### config.mk
export PLATFORM = sky130hd
export DESIGN_NAME = mem_arbiter2
export DESIGN_NICKNAME = d
export VERILOG_FILES = /design/src/rtl/mem_arbiter2.sv
export SDC_FILE = /design/constraint.sdc
export NUM_CORES = 1
export LEC_CHECK = 0
export CORE_AREA = 2 2 134 136
export DETAILED_ROUTE_END_ITERATION = 10
export DIE_AREA = 0 0 136 138
export GPL_TIMING_DRIVEN = 0
export PLACE_DENSITY = 0.65
export SLEW_MARGIN = 10
export SYNTH_ARGS = -nofsm -noshare
export SYNTH_HDL_FRONTEND = slang
export SYNTH_SLANG_ARGS = --single-unit
### constraint.sdc
create_clock -name clk -period 2.5 [get_ports clk]
set_input_delay 0.5 -clock clk [delete_from_list [all_inputs] [get_ports clk]]
set_output_delay 0.5 -clock clk [all_outputs]
set_load 0.03 [all_outputs]
### src/rtl/mem_arbiter2.sv
// rtl/mem_arbiter2.sv - two-master round-robin arbiter for the picorv32 native memory bus
// Grants are held until slave completion; an optional response timeout aborts hung transactions.
module mem_arbiter2 #(
  parameter int          TIMEOUT_CYCLES = 256,
  parameter logic [31:0] ERR_DATA       = 32'hDEAD_BEEF,
  parameter int          CNT_W          = 16
) (
  input  logic        clk,
  input  logic        reset,
  input  logic        m0_valid,
  input  logic        m0_instr,
  input  logic [31:0] m0_addr,
  input  logic [31:0] m0_wdata,
  input  logic [3:0]  m0_wstrb,
  output logic        m0_ready,
  output logic [31:0] m0_rdata,
  input  logic        m1_valid,
  input  logic        m1_instr,
  input  logic [31:0] m1_addr,
  input  logic [31:0] m1_wdata,
  input  logic [3:0]  m1_wstrb,
  output logic        m1_ready,
  output logic [31:0] m1_rdata,
  output logic        s_valid,
  output logic        s_instr,
  output logic [31:0] s_addr,
  output logic [31:0] s_wdata,
  output logic [3:0]  s_wstrb,
  input  logic        s_ready,
  input  logic [31:0] s_rdata,
  output logic [1:0]  grant,
  output logic        timeout_err,
  output logic [31:0] err_addr
);

  localparam logic [1:0] S_IDLE = 2'b00;
  localparam logic [1:0] S_GNT0 = 2'b01;
  localparam logic [1:0] S_GNT1 = 2'b10;

  localparam logic [CNT_W-1:0] TMO_LAST =
    (TIMEOUT_CYCLES > 0) ? CNT_W'(TIMEOUT_CYCLES - 1) : '0;

  logic [1:0]       r_state;
  logic             r_last;
  logic [CNT_W-1:0] r_cnt;
  logic [31:0]      r_err_addr;
  logic             r_timeout_err;

  logic        w_gnt0;
  logic        w_gnt1;
  logic        w_granted;
  logic        w_cur_valid;
  logic        w_cur_instr;
  logic [31:0] w_cur_addr;
  logic [31:0] w_cur_wdata;
  logic [3:0]  w_cur_wstrb;
  logic        w_done;
  logic        w_abort;
  logic        w_resp;
  logic [31:0] w_rdata;

  assign w_gnt0    = (r_state == S_GNT0);
  assign w_gnt1    = (r_state == S_GNT1);
  assign w_granted = w_gnt0 | w_gnt1;

  always_comb begin
    w_cur_valid = 1'b0;
    w_cur_instr = 1'b0;
    w_cur_addr  = '0;
    w_cur_wdata = '0;
    w_cur_wstrb = '0;
    if (w_gnt0) begin
      w_cur_valid = m0_valid;
      w_cur_instr = m0_instr;
      w_cur_addr  = m0_addr;
      w_cur_wdata = m0_wdata;
      w_cur_wstrb = m0_wstrb;
    end else if (w_gnt1) begin
      w_cur_valid = m1_valid;
      w_cur_instr = m1_instr;
      w_cur_addr  = m1_addr;
      w_cur_wdata = m1_wdata;
      w_cur_wstrb = m1_wstrb;
    end
  end

  // A slave completion in the would-be abort cycle takes priority over the timeout.
  assign w_done  = w_granted && s_ready;
  assign w_abort = (TIMEOUT_CYCLES > 0) && w_granted && (r_cnt == TMO_LAST) && !s_ready;
  assign w_resp  = w_done || w_abort;
  assign w_rdata = w_abort ? ERR_DATA : s_rdata;

  assign s_valid = w_cur_valid && !w_abort;
  assign s_instr = w_cur_instr;
  assign s_addr  = w_cur_addr;
  assign s_wdata = w_cur_wdata;
  assign s_wstrb = w_cur_wstrb;

  assign m0_ready = w_gnt0 && w_resp;
  assign m1_ready = w_gnt1 && w_resp;
  assign m0_rdata = w_gnt0 ? w_rdata : '0;
  assign m1_rdata = w_gnt1 ? w_rdata : '0;

  assign grant       = r_state;
  assign timeout_err = r_timeout_err;
  assign err_addr    = r_err_addr;

  always_ff @(posedge clk) begin
    if (reset) begin
      r_state       <= S_IDLE;
      r_last        <= 1'b1;
      r_cnt         <= '0;
      r_err_addr    <= '0;
      r_timeout_err <= 1'b0;
    end else begin
      r_timeout_err <= w_abort;
      if (w_abort) begin
        r_err_addr <= w_cur_addr;
      end
      case (r_state)
        S_IDLE: begin
          r_cnt <= '0;
          if (m0_valid && m1_valid) begin
            r_state <= r_last ? S_GNT0 : S_GNT1;
          end else if (m0_valid) begin
            r_state <= S_GNT0;
          end else if (m1_valid) begin
            r_state <= S_GNT1;
          end
        end
        S_GNT0, S_GNT1: begin
          if (w_resp) begin
            r_state <= S_IDLE;
            r_last  <= w_gnt1;
            r_cnt   <= '0;
          end else if (!w_cur_valid) begin
            // Master withdrew without a response: release the bus, fairness unchanged.
            r_state <= S_IDLE;
            r_cnt   <= '0;
          end else begin
            r_cnt <= r_cnt + 1'b1;
          end
        end
        default: begin
          r_state <= S_IDLE;
          r_cnt   <= '0;
        end
      endcase
    end
  end

endmodule

Yosys cells after proc, flatten, opt, wreduce, memory -nomap -nowiden --
Cells that the tools add are included.
Storage, ports and cells: register bits 52, input bits 175, output and inout bits 171, word-level logic and storage cells 49
Cells by class: add/subtract/negate cells 1, eq/ne operators 5, mux-type cells 20, bitwise gates (word level) 3, reductions and logical operators 15
Operator list (number):
- 2-to-1 mux 32 bit | 7
- adder 16 x 1 -> 16 bit, second input constant | 1
- equality test 16 x 8 -> 1 bit, second input constant | 1
- 2-to-1 mux 2 bit | 6
- 2-to-1 mux 4 bit | 2
- logical AND 1 bit | 7
- 2-to-1 mux 1 bit | 4
- inequality test 4 bit, second input constant | 1
- one-hot mux 2 bit (2 select lines) | 1
- AND reduction 2 bit | 2
- OR reduction 4 bit | 1
- inequality test 3 bit, second input constant | 1
- equality test 2 x 1 -> 1 bit, second input constant | 1
- equality test 2 bit, second input constant | 1
- zero test 1 bit | 2
- zero test 2 bit | 1
- NOT 1 bit | 2
- OR reduction 2 bit | 1
- logical OR 1 bit | 1
- bitwise OR 1 bit | 1

Longest topological paths before layout --
word-level depth 7, mapped depth 11, depth with buffers taken out 7

Worst setup path before layout --
OpenSTA, ideal clock, no wires.
path type reg2out, start point reg r_state[1], in the netlist grant[1], end point out s_wdata[10], arrival time 2.092 ns, data required time 2.000 ns, slack -0.092 ns, cell stages (with the launch flop) 9, buffers on the path 4, path through dfxtp_1 -> inv_1 -> ha_1 -> clkbuf_1 -> nor2b_1 -> buf_2 -> clkbuf_1 -> buf_1 -> a22o_1
Between the ends: longest elaborated chain between the ends 3, elaborated cells on any way between the ends 4, classes of those cells eq/ne: 2; mux: 2
Ends and longest elaborated chain:
- start: declaration | line 43 | logic [1:0] r_state;
- start signal: assignment | line 124 | r_state <= r_last ? S_GNT0 : S_GNT1;
- equality test 2 bit | line 63 | assign w_gnt1 = (r_state == S_GNT1);
- 2-to-1 mux 32 bit | line 78 | end else if (w_gnt1) begin
- 2-to-1 mux 32 bit * | line 72 | if (w_gnt0) begin
- end: declaration | line 27 | output logic [31:0] s_wdata,
Mark *: on every way between the ends. The rest lies on a longest branch, timed or not.

Worst setup path in the final report --
start point reg r_state[1], in the netlist grant[1], end point out m0_rdata[17]
Between the ends: longest elaborated chain between the ends 6, elaborated cells on any way between the ends 7, classes of those cells eq/ne: 2; mux: 2; bitwise: 1; reduce/logical: 2
Ends and longest elaborated chain:
- equality test 2 x 1 -> 1 bit / equality test 2 bit (equally long branches) | line 62, 63
- bitwise OR 1 bit | line 64 | assign w_granted = w_gnt0 | w_gnt1;
- logical AND 1 bit (2 in a row) | line 89 | assign w_abort = (TIMEOUT_CYCLES > 0) && w_granted && (r_cnt == TMO_LAST) && !s_ready;
- 2-to-1 mux 32 bit | line 91 | assign w_rdata = w_abort ? ERR_DATA : s_rdata;
- 2-to-1 mux 32 bit * | line 101 | assign m0_rdata = w_gnt0 ? w_rdata : '0;
- end: declaration | line 16 | output logic [31:0] m0_rdata,
Marks and branches as above.

==> metrics <==
Tmin final=approximately 2700 ps; Worst-Skew Late Latency=around 300 ps; fin crit share=110%; synthesized instance count=about 420; PwrDens=between 400 and 500 nW/um^2; crit path kind=register to primary output; most frequent cells in the layout=clkdlybuf4s50_1 (209), buf_6 (109), nand2_1 (75), o21a_1 (48), dfxtp_1 (46); Pleak=roughly 3.3 nW; CP Max Fanout=9; Worst Hold End=err_addr[18]$_SDFFE_PP0N_; Die ar.=between 15000 and 20000 sq um; clk sink count=between 50 and 60; ys async rst share=0%; drt pass-1 iters=4; Total GRT Usage=a little under a fifth; initial core utilization=18.6%; fin. max-slew vios=0; # fillers=1713; RR Startpoint=grant[1]$_SDFFE_PP0P_; Detailed Route Iter0 Violations=194; CTS tree=built; area of the multi-input gates=approximately 2300 sq um; CP startpoint kind=register; depth of the most critical reg-to-reg path=12; Worst-path clk slew=around 80 ps; Fmax=between 0.3 and 0.4 GHz; Port Buf Inserts=approximately 350; normalized max-slew margin=roughly 60%; initial antenna violation count=2; Critical Path RT=2000 ps; worst setup margin=-250 ps; post-synthesis sequential area ratio=32.0%; vias in the first global route=roughly 4600; slack of the worst reg-to-reg path=approximately 290 ps; number of max-cap violations=0; die span in y=138 microns; slew of the pin with the lowest slew margin=601 ps; Hold-fix buffers, CTS=0; routed vias=approximately 4700; worst flop-to-flop path endpoint=r_cnt[13]$_SDFF_PP0_; post-route cell area=~8000 sq um; core box area=17500 sq um; Rows=49; syn avg cell area=a little under 8 sq um; final number of setup-violating endpoints=65; most common cell after layout, fill and taps aside=clkdlybuf4s50_1; Syn-to-layout area delta=147%; detailed-route wire length per cell=17.8 microns; diode count=0; Finished Layout Cells=approximately 1000; yosys warns=0; drt drc=0; ys flop type=dfxtp_1; final hold violations=0; Mapped Area=about 3300 sq um; violated checks=negative setup slack; Worst EP arrival=2250 ps; number of synthesized flops with an enable pin=0; HPWL Detailed=roughly 14000 microns; Setup Skew=roughly 8.5 ps; nets=just under 1000; Post-Route WL=18400 microns; DR vias/cell=about 4.5; Clock Path Buffers=2; RSZ-0062 raised after global routing=true; HP Start=err_addr[18]$_SDFFE_PP0N_; I/O pin cnt=346; Final Wtd Congestion=between 0.7 and 0.8; Distinct cells, synth=33; CTS Buf Count=5; Post-Syn Nets=around 600; chip width=between 100 and 150 microns; final antenna-violating net count=0; register area=~1100 sq um; largest net degree at the start of global routing=19; status=finished with violations; worst min path class=register to register; beginning of the critical path=grant[1]$_SDFFE_PP0P_; Placed Area=just over 7000 sq um; Critical Path Sink Type=primary output; share of cells above drive strength 1=roughly a third; CTS H-Tree Depth=2; total gr overflow=0; DP Cell Count=991; worst hold path cell count=2; Yosys reg bits=between 50 and 60; Root Driver=clkbuf_16; first-pass GRT wire length=~27000 microns; peak supply drop=about 230 uV
## how the worst max path moves through the flow
stage                         to  slack, ps
floorplan           m1_rdata[14]        100
global placement    m0_rdata[17]       -870
detailed placement  m0_rdata[20]       -930
CTS                     m1_ready       -210
global route        m0_rdata[17]       -310
finish              m0_rdata[17]       -250
## per-layer routing
layer	global-route usage, %	wire length (microns)
met5	0	0
met4	3.89	265
met3	3.96	1280
met2	33.9	9570
met1	21.3	7300
## power breakdown
group          switching [mW]  leakage [nW]  internal [mW]
Sequential            0.00434         0.422          0.834
Combinational           0.990          2.81          0.939
Clock                   0.337        0.0719          0.381
## registers in the layout, summed over array words and instances (netlist names)
signal       flops
err_addr        32
r_cnt           16
r_last           1
grant            2
timeout_err      1
## cell type report
type / count / area share (%)
inverters: 5 / 0.233
clock buffers: 5 / 1.55
well taps: 229 / 3.56
multi-input cells: 316 / 29.1
plain buffers: 41 / 4.61
clock inverters: 3 / 0.342
flip-flops and latches: 52 / 13.0
repair buffers: 383 / 47.6
## timing repair
action / in CTS / in global routing
setup endpoints to repair: 136 / 126
gates resized for setup: 890 / 99
setup buffers: 20 / 10
pin swaps: 6 / 4
gates cloned: 3 / 5
## synthesized netlist by cell type, drive strengths merged (3+ instances only)
cell type  instances  area share [%]
inv                5            0.58
xnor2              8             2.2
nor2              26             3.0
nand2             75             8.6
clkbuf            24             2.8
ha                 4             1.5
nand3              3            0.46
nand2b             3            0.58
buf               20             3.6
nand4              4            0.77
dfxtp             52              32
and3              17             3.3
xor2               5             1.3
or3                4            0.92
a21oi             34             5.2
o21a              48              11
a22o              68              18
o21ai              4            0.61
## kinds of logic after synthesis
group	count (synthesis)	share of synthesized area, %
AND/OR/NAND/NOR	142	20.0
flip-flops	52	32.0
buffers and inverters	49	6.95
XOR/XNOR	13	3.50
adder cells (fa/ha/maj)	4	1.54
AO/OA/AOI/OAI	155	35.4
multiplexers	2	0.653
## critical path, stage by stage (launching register included)
cell,delay (ps)
dfxtp_2,350
inv_2,70
ha_4,270
nand4b_1,240
or3_4,520
buf_8,170
and3_1,190
buf_6,140
## stage by stage
stage               power (mW)  setup WS [ps]  hold WS (ps)  setup TNS (ps)  utilization (%)
finish                    3.49           -250           450          -11280             45.9
CTS                       3.38           -215           455           -8010             43.8
detailed placement        2.56           -930           444          -97570             40.2
global route              3.65           -309           474          -17200             45.9
floorplan                 1.71            102           430               0                -
global placement          2.56           -874           437          -94570             40.2
(Power assumes the default switching activity.)
